### src/rtl/compare_pkg.sv
// Shared types and mode-field layout for the multi-channel comparator.
package compare_pkg;

    typedef enum logic [2:0] {
        RelEq     = 3'd0,
        RelNe     = 3'd1,
        RelGt     = 3'd2,
        RelGe     = 3'd3,
        RelLt     = 3'd4,
        RelLe     = 3'd5,
        RelNever  = 3'd6,
        RelAlways = 3'd7
    } rel_e;

    typedef enum logic [1:0] {
        StIdle  = 2'd0,
        StArmed = 2'd1,
        StFired = 2'd2
    } chan_state_e;

    localparam int unsigned ModeW          = 4;
    localparam int unsigned ModeRelLsb     = 0;
    localparam int unsigned ModeRelW       = 3;
    localparam int unsigned ModeOneShotBit = 3;

endpackage

### src/rtl/compare_channel.sv
// One compare channel: relation decode, condition history, arm/fire FSM, event and sticky flag.
module compare_channel
    import compare_pkg::*;
#(
    parameter int unsigned WIDTH = 24
) (
    input  logic             clk,
    input  logic             srst,
    input  logic             ena,
    input  logic [WIDTH-1:0] a,
    input  logic [WIDTH-1:0] b,
    input  logic [ModeW-1:0] mode,
    input  logic             sync,
    input  logic             arm,
    input  logic             disarm,
    input  logic             clr,
    output logic             match,
    output logic             evt,
    output logic             sticky,
    output logic             armed
);

    rel_e        rel;
    logic        one_shot;
    logic        cond_d, cond_q;
    logic        rise;
    logic        event_d, event_q;
    logic        sticky_d, sticky_q;
    chan_state_e state_d, state_q;

    assign rel      = rel_e'(mode[ModeRelLsb +: ModeRelW]);
    assign one_shot = mode[ModeOneShotBit];

    always_comb begin
        cond_d = 1'b0;
        case (rel)
            RelEq:     cond_d = (a == b);
            RelNe:     cond_d = (a != b);
            RelGt:     cond_d = (a >  b);
            RelGe:     cond_d = (a >= b);
            RelLt:     cond_d = (a <  b);
            RelLe:     cond_d = (a <= b);
            RelNever:  cond_d = 1'b0;
            RelAlways: cond_d = 1'b1;
            default:   cond_d = 1'b0;
        endcase
    end

    always_comb begin
        state_d = state_q;
        rise    = ena && (state_q == StArmed) && cond_d && !cond_q;
        // A simultaneous arm+disarm is treated as a cancelled command: no event either.
        event_d = rise && !(arm && disarm);
        if (disarm) begin
            state_d = StIdle;
        end else begin
            case (state_q)
                StIdle:  if (arm) state_d = StArmed;
                StArmed: if (rise && one_shot) state_d = StFired;
                StFired: if (arm) state_d = StArmed;
                default: state_d = StIdle;
            endcase
        end
        sticky_d = event_d || (sticky_q && !clr);
    end

    always_ff @(posedge clk) begin
        if (srst) begin
            cond_q   <= 1'b0;
            state_q  <= StIdle;
            event_q  <= 1'b0;
            sticky_q <= 1'b0;
        end else begin
            if (ena) begin
                cond_q <= cond_d;
            end
            state_q  <= state_d;
            event_q  <= event_d;
            sticky_q <= sticky_d;
        end
    end

    assign match  = cond_q && (cond_d || sync);
    assign evt    = event_q;
    assign sticky = sticky_q;
    assign armed  = (state_q == StArmed);

endmodule

### src/rtl/multi_channel_comparator.sv
// CHANNELS independent comparators against a shared reference; the event output is named evt
// because event is a reserved word.
module multi_channel_comparator
    import compare_pkg::*;
#(
    parameter int unsigned WIDTH    = 24,
    parameter int unsigned CHANNELS = 4
) (
    input  logic                      clk,
    input  logic                      srst,
    input  logic                      ena,
    input  logic [WIDTH-1:0]          a,
    input  logic [CHANNELS*WIDTH-1:0] b,
    input  logic [CHANNELS*ModeW-1:0] mode,
    input  logic                      sync,
    input  logic [CHANNELS-1:0]       arm,
    input  logic [CHANNELS-1:0]       disarm,
    input  logic [CHANNELS-1:0]       clr,
    output logic [CHANNELS-1:0]       match,
    output logic [CHANNELS-1:0]       evt,
    output logic [CHANNELS-1:0]       sticky,
    output logic [CHANNELS-1:0]       armed
);

    for (genvar n = 0; n < CHANNELS; n++) begin : g_chan
        compare_channel #(
            .WIDTH(WIDTH)
        ) u_chan (
            .clk    (clk),
            .srst   (srst),
            .ena    (ena),
            .a      (a),
            .b      (b[n*WIDTH +: WIDTH]),
            .mode   (mode[n*ModeW +: ModeW]),
            .sync   (sync),
            .arm    (arm[n]),
            .disarm (disarm[n]),
            .clr    (clr[n]),
            .match  (match[n]),
            .evt    (evt[n]),
            .sticky (sticky[n]),
            .armed  (armed[n])
        );
    end

endmodule

### config.mk
export PLATFORM = sky130hd
export DESIGN_NAME = multi_channel_comparator
export DESIGN_NICKNAME = d
export VERILOG_FILES = /design/src/rtl/compare_pkg.sv /design/src/rtl/compare_channel.sv /design/src/rtl/multi_channel_comparator.sv
export SDC_FILE = /design/constraint.sdc
export NUM_CORES = 1
export LEC_CHECK = 0
export BUFFER_PORTS_ARGS = -buffer_cell sky130_fd_sc_hd__buf_2
export CORE_AREA = 2 2 84 107
export CTS_BUF_LIST = sky130_fd_sc_hd__clkbuf_4
export CTS_CLUSTER_SIZE = 28
export DETAILED_ROUTE_END_ITERATION = 10
export DIE_AREA = 0 0 86 109
export PLACE_DENSITY = 0.76
export SYNTH_ARGS = -nofsm -noshare
export SYNTH_HDL_FRONTEND = slang
export SYNTH_SLANG_ARGS = --single-unit
### constraint.sdc
create_clock -name clk -period 4.8 [get_ports clk]
set_clock_uncertainty 0.2 [all_clocks]
set_input_delay 0.96 -clock clk [delete_from_list [all_inputs] [get_ports clk]]
set_output_delay 0.96 -clock clk [all_outputs]
set_load 0.05 [all_outputs]
# After elaboration in Yosys (flattened, before gate mapping)
# Cells that the tools add are included.
word_totals:
  reg_bits: 20
  in_bits: 152
  output_inout_bits: 16
  elab_cells: 172
classes:
  n_lt_le_gt_ge: 16
  eq_ne: 52
  muxes: 16
  n_reduce_logical: 72
op_table:
  columns: ["cell", "n"]
  rows:
  - ["24-bit equality test", 4]
  - ["24-bit >= comparator", 4]
  - ["24-bit > comparator", 4]
  - ["24-bit less-or-equal comparator", 4]
  - ["24-bit less-than comparator", 4]
  - ["24-bit inequality test", 4]
  - ["3-bit equality test, second input constant", 16]
  - ["1-bit logical AND", 32]
  - ["1-bit case mux with 8 select lines", 4]
  - ["3-bit by 2-bit equality test with 1-bit output, second input constant", 8]
  - ["2-bit 2-to-1 mux", 8]
  - ["2-bit case mux with 2 select lines", 4]
  - ["2-bit OR reduction", 8]
  - ["3-bit by 1-bit equality test with 1-bit output, second input constant", 4]
  - ["1-bit logical NOT", 12]
  - ["3-bit logical NOT", 4]
  - ["2-bit by 1-bit equality test with 1-bit output, second input constant", 4]
  - ["2-bit equality test, second input constant", 4]
  - ["2-bit logical NOT", 4]
  - ["1-bit logical OR", 8]
  - ["2-bit by 1-bit inequality test with 1-bit output, second input constant", 4]
  - ["2-bit inequality test, second input constant", 4]
  - ["2-bit AND reduction", 4]

# Logic depth before layout (Yosys ltp)
# Gate-level depths: netlist of run 1.
depth:
  ltp_word: 7
  depth_mapped: 12
  depth_no_buf: 10

# By module
# From an unflattened synthesis of run 1, not the netlist that was laid out.
unflattened:
  cells_unflattened: 501
  area_unflattened_um2: 3783.6
modules_own_cells:
  columns: ["mod", "n_inst", "cells_each", "area_each_um2"]
  rows:
  - ["compare_channel at g_chan[0].u_chan ...", 3, 125, 958.4]
  - ["compare_channel at g_chan[1].u_chan", 1, 126, 908.4]

# Least setup slack after synthesis of run 1
# No wires, ideal clock.
synth_path:
  kind: "input to output"
  from: "input b[46]"
  to: "output match[1]"
  arrival_ps: 2909
  required_ps: 3640
  setup_slack_ps: 731
  path_stages: 10
  path_buffers: 1
  path_cell_list: "inv_1 ha_1 nand4_1 or4_1 nor3_2 or4b_1 nand4_1 nor3b_2 a21boi_0 buf_4"
synth_via:
  elab_chain_cells: 4
synth_rtl:
  columns: ["item", "line_no", "source"]
  rows:
  - ["start, declared", "multi_channel_comparator.sv:13", "input logic [CHANNELS*WIDTH-1:0] b,"]
  - ["24-bit less-or-equal comparator, or another cell as far along", "compare_channel.sv:42", "RelLe: cond_d = (a <= b);"]
  - ["1-bit case mux with 8 select lines *", "compare_channel.sv:36", "case (rel)"]
  - ["1-bit logical OR *", "compare_channel.sv:83", "assign match = cond_q && (cond_d || sync);"]
  - ["1-bit logical AND *", "compare_channel.sv:83", null]
  - ["end, declared", "multi_channel_comparator.sv:19", "output logic [CHANNELS-1:0] match,"]
# Every way passes the cells marked *; elsewhere a longest branch is shown, timed or not.

# Final worst setup path of run 1
layout_path:
  from: "input a[21]"
  to: "output match[3]"
layout_via:
  elab_chain_cells: 4
layout_rtl:
  columns: ["item", "line_no", "source"]
  rows:
  - ["start, declared", "multi_channel_comparator.sv:12", "input logic [WIDTH-1:0] a,"]
  - ["24-bit less-or-equal comparator, or another cell as far along", "compare_channel.sv:42", null]
  - ["1-bit case mux with 8 select lines *", "compare_channel.sv:36", null]
  - ["1-bit logical OR *", "compare_channel.sv:83", null]
  - ["1-bit logical AND *", "compare_channel.sv:83", null]
# Marks and branches as above.

==> metrics, run 1 <==
Clock Pin Slew Worst Setup and Hold Paths=0.10 ns; Placer Congestion=0.858; Worst Path Required=between 3 and 4 ns; core area=0.00842 mm2; Die ar.=0.00937 mm2; period utilisation layout=0.960; GR Util met3=0.0220; Post-synth top flop=dfxtp_1; number of routed nets with antenna violations=0; Die W=approximately 86 um; pre-CTS setup slack=between 0.15 and 0.2 ns; Post-Syn Area per Cell=between 7 and 8 um2; EDFF count, synth=0; post-synth top area share=0.326; total gr overflow=0; root buf cell=clkbuf_4; synth unique cells=56; Clock Sinks=20; initial antenna violation count=0; 1st-iter DRT viols=102; PD cells=approximately 130 mW/mm2; PortBufs=between 150 and 200; RSZ-0062 raised after global routing=no; Slew Limit Fails=0; Cell Area, Synth=0.00368 mm2; hpwl dp=9320 um; share of cells above drive strength 1=0.284; CTS Buf Count=3; via count=4011; Area Growth Syn to Fin=23.4%; Synth warnings=0; peak supply drop=0.0639 mV; DIE HEIGHT=around 110 um; vias in the first global route=just under 4000; Ant. Diodes=0; worst skew pair latency=0.29 ns; gr usage total=0.213; Setup TNS=0 ns; share of synthesized registers carrying an async set or reset=0; Peak Freq=roughly 0.22 GHz; Max Root-Sink Buffers=2; Hold Vio Cnt, Final=0; CTS tree=done; Crit path arrival time=approximately 3.5 ns; Slew HR=0.603; Hold WC Path Type=register to register; met1 Use GR=0.229; total setup buffers inserted after CTS=0; Yosys reg bits=20; crit end category=primary output; fillcell total=~800; count leader, synth=inv_1; gr busiest metal=met2; I/O pins=168; largest net degree at the start of global routing=19; Routed Wire Length=between 10000 and 15000 um; Avg WL per Cell=13.8 um; max cap viols=0; nets=between 800 and 900; Final WS setup=0.193 ns; final setup fails=0; Post-Syn Nets=about 740; top cells by area, synth=ha_1, dfxtp_1, inv_1, a21oi_1, nand4_1; status=complete, no violations; cells after synthesis=496; crit path time final=roughly 4.6 ns; met2 GRT Util=0.415; LEAKAGE=between 2 and 3 nW; sequential standard cell area=between 400 and 500 um2; Worst Setup Start Kind=primary input; post-synth top area cell=ha_1; Worst-Margin Slew=about 0.58 ns; residual DRC count=0; Initial Util=0.438; DRT Pass-1 Iters=5; H-tree depth=1; synth cell count leaders=inv_1, ha_1, a21oi_1; DR vias/cell=5.37; CP Max Fanout=4; first-pass GRT wire length=between 15000 and 20000 um; sequential-to-total area share from yosys stat=0.109; Row Count=38; Crit Path Category=primary input to primary output; area of the multi-input gates=0.00276 mm2
sequential cells by signal, indices dropped and copies added (netlist names):
signal	cells
g_chan.u_chan.state_q	8
g_chan.u_chan.cond_q	4
g_chan.u_chan.evt	4
g_chan.u_chan.sticky	4
cell families after synthesis:
group / share of synthesized area
and+or+nand+nor: 0.222
buffers and inverters: 0.143
AOI/OAI and AO/OA: 0.185
adders and majority gates: 0.331
DFF: 0.109
xor gates and xnor gates: 0.00475
muxes: 0.00543
layer usage:
| metal | wire length [um] | vias to the layer above |
|---|---|---|
| met5 | 0 | - |
| met4 | 324 | 0 |
| met3 | 491 | 34 |
| met2 | 5460 | 135 |
| met1 | 4050 | 1797 |
| li1 | - | 2045 |
metrics by stage:
| step | cells | area (um2) | hold WS [ns] | total power [mW] | util |
|---|---|---|---|---|---|
| 5_1_grt | 747 | 4550 | 0.312 | 0.642 | 0.540 |
| 6_report | 747 | 4550 | 0.282 | 0.587 | 0.540 |
| 3_5_place_dp | 744 | 4520 | 0.265 | 0.513 | 0.537 |
| 4_1_cts | 747 | 4540 | 0.283 | 0.590 | 0.540 |
| 3_3_place_gp | 744 | 4520 | 0.261 | 0.498 | 0.537 |
| 2_1_floorplan | 496 | 3680 | 0.240 | 0.384 | - |
layout make-up:
type / count / share of cell area
flip-flops and latches: 20 / 0.0881
repair buffers: 168 / 0.186
multi-input cells: 352 / 0.608
clock buffers: 3 / 0.00495
inverters: 104 / 0.0859
well taps: 100 / 0.0275
placed cells by master (no fill, tap or decap), types with 3 or more instances in the layout:
cell type / n
a21boi_0: 4
buf_2: 167
nor3_1: 9
nor4_1: 3
o21ai_0: 12
nand3b_1: 5
nand2b_1: 5
nor2_1: 19
or2_2: 4
nand3_1: 13
nand4_1: 24
and3_1: 3
nor4b_1: 3
a211oi_1: 5
ha_1: 96
clkbuf_4: 3
nand2_1: 30
inv_1: 104
a21oi_1: 45
a21o_1: 5
o211ai_1: 7
nor3_2: 3
nor2b_1: 8
dfxtp_1: 20
nor3b_1: 5
where the power goes:
part           internal [mW]  switching, mW  total, mW
Clock                 0.0292         0.0474     0.0766
Combinational          0.149          0.186      0.335
Sequential             0.172        0.00389      0.176
critical path, stage by stage:
cell and delay (ns):
buf_2 0.14, ha_1 0.31, a21o_1 0.18, a21o_1 0.16, a2111oi_1 0.52, a2111oi_0 0.23, nor3_1 0.51, a21boi_0 0.19
buf_2 0.25
worst paths after layout:
| kind | endpoint | depth (start not counted) | start | slack, ns |
|---|---|---|---|---|
| worst min-delay path | g_chan[3].u_chan.evt | 1 | g_chan[3].u_chan.cond_q | 0.28 |
| worst max-delay path | match[3] | 9 | a[21] | 0.19 |
| worst min register to register | g_chan[3].u_chan.evt | 1 | g_chan[3].u_chan.cond_q | 0.28 |
| worst max register to register | g_chan[2].u_chan.state_q[0] | 4 | g_chan[2].u_chan.state_q[0] | 3.25 |
timing repair:
item,CTS,global route
gates resized for setup,0,1
setup endpoints to repair,0,1
hold buffers,0,0
Note: power is estimated with default switching activity, not from simulation.
==> run 2: changes to the inputs <==
Settings changed: CTS_BUF_LIST sky130_fd_sc_hd__clkbuf_4 to sky130_fd_sc_hd__clkbuf_2.
==> run 2 against run 1 <==
Compared with the run above:
- sequential share of layout area about the same
- global-route usage is essentially flat
- die area did not move
- maximum frequency shrank 0.72%
- register-to-register slack about the same
- non-clock buffer count did not move
- worst setup slack lost 0.034 ns
- final area down 0.17%
- power decreased by 2.1%
- critical endpoint unchanged
- largest power group unchanged
==> metrics, run 2 (synthesis gave the netlist of run 1 again) <==
status=complete, no violations; first-pass GRT wire length=16500 um; Worst-Margin Slew=approximately 0.58 ns; DIE HEIGHT=between 100 and 150 um; Worst Setup Start Kind=primary input; I/O pins=168; placed cell count=~740; worst reg2reg setup slack=3.24 ns; max cap viols=0; Die W=about 86 um; Slew HR=0.603; vias in the first global route=3965; initial antenna violation count=0; Worst Path Required=between 3 and 4 ns; residual DRC count=0; Core Util, Final=0.539; Clock Pin Slew Worst Setup and Hold Paths=approximately 0.17 ns; Peak Freq=approximately 0.22 GHz; Crit Path Category=primary input to primary output; PortBufs=167; peak supply drop=between 0.05 and 0.06 mV; Area Growth Syn to Fin=23.2%; # hold bufs at CTS=0; Avg WL per Cell=approximately 14 um; met1 Use GR=0.229; net switching power=around 240 uW; Sw Share=0.413; Hold WC Path Type=register to register; Row Count=38; sequential group share of total power=0.306; commonest non-fill, non-tap cell in the layout=buf_2; period utilisation layout=0.967; Max Root-Sink Buffers=2; final setup fails=0; Initial Util=0.438; Placer Congestion=0.858; WP buf/inv=2; crit end category=primary output; share of cells above drive strength 1=0.284; Routed Wire Length=10300 um; H-tree depth=1; DRT Pass-1 Iters=4; fillcell total=about 790; Crit path arrival time=between 3 and 4 ns; Ant. Diodes=0; root buf cell=clkbuf_2; via count=roughly 4000; delay of the slowest critical-path stage=0.53 ns; 1st-iter DRT viols=approximately 110; max reg flops=8; Clock Sinks=20; GR Util met3=0.0220; commonest non-fill, non-tap cells in the layout=buf_2, inv_1, ha_1, a21oi_1, nand2_1; LEAKAGE=~2.6 nW; combinational share of power=0.583; Setup TNS=0 ns; crit-path cells=buf_2, ha_1, a21o_1, a21o_1, a2111oi_1, a2111oi_0, nor3_1, a21boi_0, buf_2; total gr overflow=0; CP Max Fanout=4; nets=between 800 and 900; final cell count without fillers=about 750; CTS Buf Count=3; total setup buffers inserted after CTS=0; Slowest cell on crit path=a2111oi_1; core area=between 0.008 and 0.009 mm2; largest net degree at the start of global routing=19; most flop-heavy register=g_chan.u_chan.state_q; Hold Vio Cnt, Final=0; Int Power=between 300 and 400 uW; clock share of power=0.112; Die ar.=0.00937 mm2; number of routed nets with antenna violations=0; gr busiest metal=met2; met2 GRT Util=0.413; Slew Limit Fails=0; DR vias/cell=about 5.3; Crit path max-delay family=compound AO/OA/AOI/OAI gates; RSZ-0062 raised after global routing=no; CTS tree=done; gr usage total=0.213; post-cts sizing count=0; hpwl dp=9320 um; PD cells=~130 mW/mm2; worst skew pair latency=0.30 ns; crit path time final=roughly 4.6 ns
run 2: cell counts in the layout (fill, tap and decap cells not counted):
Identical to the previous run, type by type.
run 2: power groups by stage:
stage	sequential (mW)	combinational [mW]	clock, mW
2_1_floorplan	0.178	0.206	0
3_3_place_gp	0.179	0.319	0
3_5_place_dp	0.179	0.334	0
4_1_cts	0.176	0.336	0.0668
5_1_grt	0.177	0.379	0.0740
6_report	0.176	0.335	0.0642
run 2: metal layers:
metal | share of wire | wire, um
met1 | 0.39 | 4060
met4 | 0.029 | 303
met5 | 0 | 0
met2 | 0.53 | 5470
met3 | 0.046 | 473
run 2: cell type report:
class / count / area, um2 / share of cell area
Timing Repair Buffer: 168 / 843 / 0.186
Sequential cell: 20 / 400 / 0.0882
Clock buffer: 3 / 15.0 / 0.00331
Tap cell: 100 / 125 / 0.0276
Inverter: 104 / 390 / 0.0860
Multi-Input combinational cell: 352 / 2760 / 0.609
run 2: worst register-to-register path, cell delays in order, from the launching register on:
cell	delay (ns)
dfxtp_1	0.37
nor2b_1	0.29
and4b_1	0.24
o21ai_0	0.11
a31o_2	0.26
run 2: worst paths after layout:
kind                                                   from                     endpoint  depth (start not counted)
worst min register to register      g_chan[3].u_chan.cond_q         g_chan[3].u_chan.evt                          1
worst max-delay path                                  a[21]                     match[3]                          9
worst min-delay path                g_chan[3].u_chan.cond_q         g_chan[3].u_chan.evt                          1
worst max register to register  g_chan[2].u_chan.state_q[0]  g_chan[2].u_chan.state_q[0]                          4
run 2: per-stage QoR:
step / instance area, um2 / setup slack (ns) / power (mW) / hold slack, ns
2_1_floorplan: 3680 / 0.731 / 0.384 / 0.240
3_3_place_gp: 4520 / 0.302 / 0.498 / 0.261
3_5_place_dp: 4520 / 0.178 / 0.513 / 0.265
4_1_cts: 4530 / 0.176 / 0.578 / 0.290
5_1_grt: 4540 / 0.0713 / 0.630 / 0.318
6_report: 4540 / 0.159 / 0.575 / 0.291
==> run 3: changes to the inputs <==
Settings changed: SETUP_SLACK_MARGIN from default to 0.3.
==> run 3 against run 2 <==
Compared with the run above:
- clock power about the same
- register-to-register slack got worse by 0.02 ns
- critical path depth increased by 1
- via count increased by 0.18%
- first-iteration DRC count decreased by 23%
- combinational power increased by 2%
- sequential cell count unchanged
- die area unchanged
- worst setup slack improved by 0.26 ns
- routed wire length increased by 0.29%
- utilization increased by 0.52 points
- sequential share of layout area decreased by 0.084 points
- critical endpoint is now match[2]
- highest routed layer unchanged
==> metrics, run 3 (synthesis gave the netlist of run 1 again) <==
status=complete, no violations; most flop-heavy register=g_chan.u_chan.state_q; via count=~4000; r2r endpoint=g_chan[2].u_chan.state_q[0]; Clock Pin Slew Worst Setup and Hold Paths=0.17 ns; PortBufs=about 170; delay of the slowest critical-path stage=between 0.4 and 0.5 ns; CP Max Fanout=4; Worst Path Required=around 3.6 ns; largest net degree at the start of global routing=19; worst reg2reg path depth=4; residual DRC count=0; I/O pins=about 170; final setup fails=0; Row Count=38; Worst-Margin Slew=about 0.45 ns; Max Root-Sink Buffers=2; commonest non-fill, non-tap cell in the layout=buf_2; vias in the first global route=around 4000; number of routed nets with antenna violations=0; worst reg2reg setup slack=approximately 3.2 ns; Crit path arrival time=roughly 3.2 ns; initial antenna violation count=0; hold_sp=g_chan[3].u_chan.cond_q; Hold WC Path Type=register to register; Worst Setup Start Kind=primary input; Clock Sinks=20; Routed Wire Length=10300 um; peak supply drop=slightly below 0.06 mV; 1st-iter DRT viols=86; DIE HEIGHT=approximately 110 um; share of cells above drive strength 1=0.292; Hold Vio Cnt, Final=0; Ant. Diodes=0; Avg WL per Cell=~14 um; period utilisation layout=0.912; RSZ-0062 raised after global routing=no; max reg flops=8; root buf cell=clkbuf_2; DRT Pass-1 Iters=4; max cap viols=0; total gr overflow=0; nets=897; hold depth=1; crit-path cells=buf_2, ha_1, nand4_1, or3_1, o211ai_1, a21oi_1, mux2i_1, nor2_4, a21boi_0, buf_4; PD cells=roughly 130 mW/mm2; Crit Path Category=primary input to primary output; crit path time final=~4.4 ns; worst skew pair latency=0.30 ns; Initial Util=0.438; # hold bufs at CTS=0; fillcell total=between 700 and 800; commonest non-fill, non-tap cells in the layout=buf_2, inv_1, ha_1, a21oi_1, nand2_1; Die W=between 80 and 90 um; Peak Freq=0.228 GHz; hpwl dp=9320 um; Setup TNS=0 ns; Area Growth Syn to Fin=24.3%; LEAKAGE=2.68 nW; Slowest cell on crit path=or3_1; Die ar.=0.00937 mm2; DR vias/cell=around 5.3; crit end category=primary output; first-pass GRT wire length=between 15000 and 20000 um; gr usage total=0.213; Reg2Reg Launch Point=g_chan[2].u_chan.state_q[0]; CTS Buf Count=3; core area=0.00842 mm2; Slew Limit Fails=0; Hold Path End=g_chan[3].u_chan.evt; Placer Congestion=approximately 0.86; Core Util, Final=0.544; Slew HR=0.697; H-tree depth=1; CTS tree=done
run 3: cell counts in the layout (fill, tap and decap cells not counted):
Identical to the previous run, type by type.
run 3: how the worst max path moves through the flow:
stage / start / end / slack [ns] / depth (start not counted)
floorplan: b[46] / match[1] / 0.73 / 10
global placement: a[21] / match[3] / 0.30 / 9
detailed placement: a[22] / match[2] / 0.18 / 11
CTS: a[22] / match[2] / 0.32 / 11
global route: a[1] / match[2] / 0.29 / 11
finish: a[22] / match[2] / 0.42 / 10
run 3: worst max-delay path: cells and delay by family:
family	cells	cell delay, ns
compound gates	3	0.60
fa+ha+maj	1	0.32
buf+inv	2	0.36
mux	1	0.29
simple gates	3	0.67
run 3: metrics by stage:
stage          hold WS [ns]  worst slack, ns  cells  power [mW]  cell area (um2)
6_report              0.291            0.421    747       0.581             4580
5_1_grt               0.318            0.294    747       0.635             4580
4_1_cts               0.290            0.323    747       0.579             4540
3_5_place_dp          0.265            0.178    744       0.513             4520
3_3_place_gp          0.261            0.302    744       0.498             4520
2_1_floorplan         0.240            0.731    496       0.384             3680
run 3: what timing repair did:
item	4_1_cts	5_1_grt
resized for setup	2	11
setup buffers	0	0
endpoints found under the setup margin	2	3
cloned	0	0
pin swaps	0	1
run 3: final cells by class:
type                    instances  area [um2]  share of cell area
inverters                     104         390              0.0852
flip-flops and latches         20         400              0.0874
multi-input cells             352        2810               0.612
repair buffers                168         846               0.185
well taps                     100         125              0.0273
clock buffers                   3        15.0             0.00328
run 3: power breakdown:
group / internal (mW) / switching, mW / leakage (nW)
Combinational: 0.151 / 0.189 / 2.51
Clock: 0.0170 / 0.0471 / 0.0125
Sequential: 0.172 / 0.00389 / 0.163
Total: 0.340 / 0.240 / 2.68
run 3: metal layers:
| layer | up-vias | wire, um | GRT usage |
|---|---|---|---|
| li1 | 2043 | - | - |
| met1 | 1796 | 4060 | 0.229 |
| met2 | 126 | 5490 | 0.415 |
| met3 | 31 | 475 | 0.0220 |
| met4 | 0 | 303 | 0.0896 |
| met5 | - | 0 | 0 |
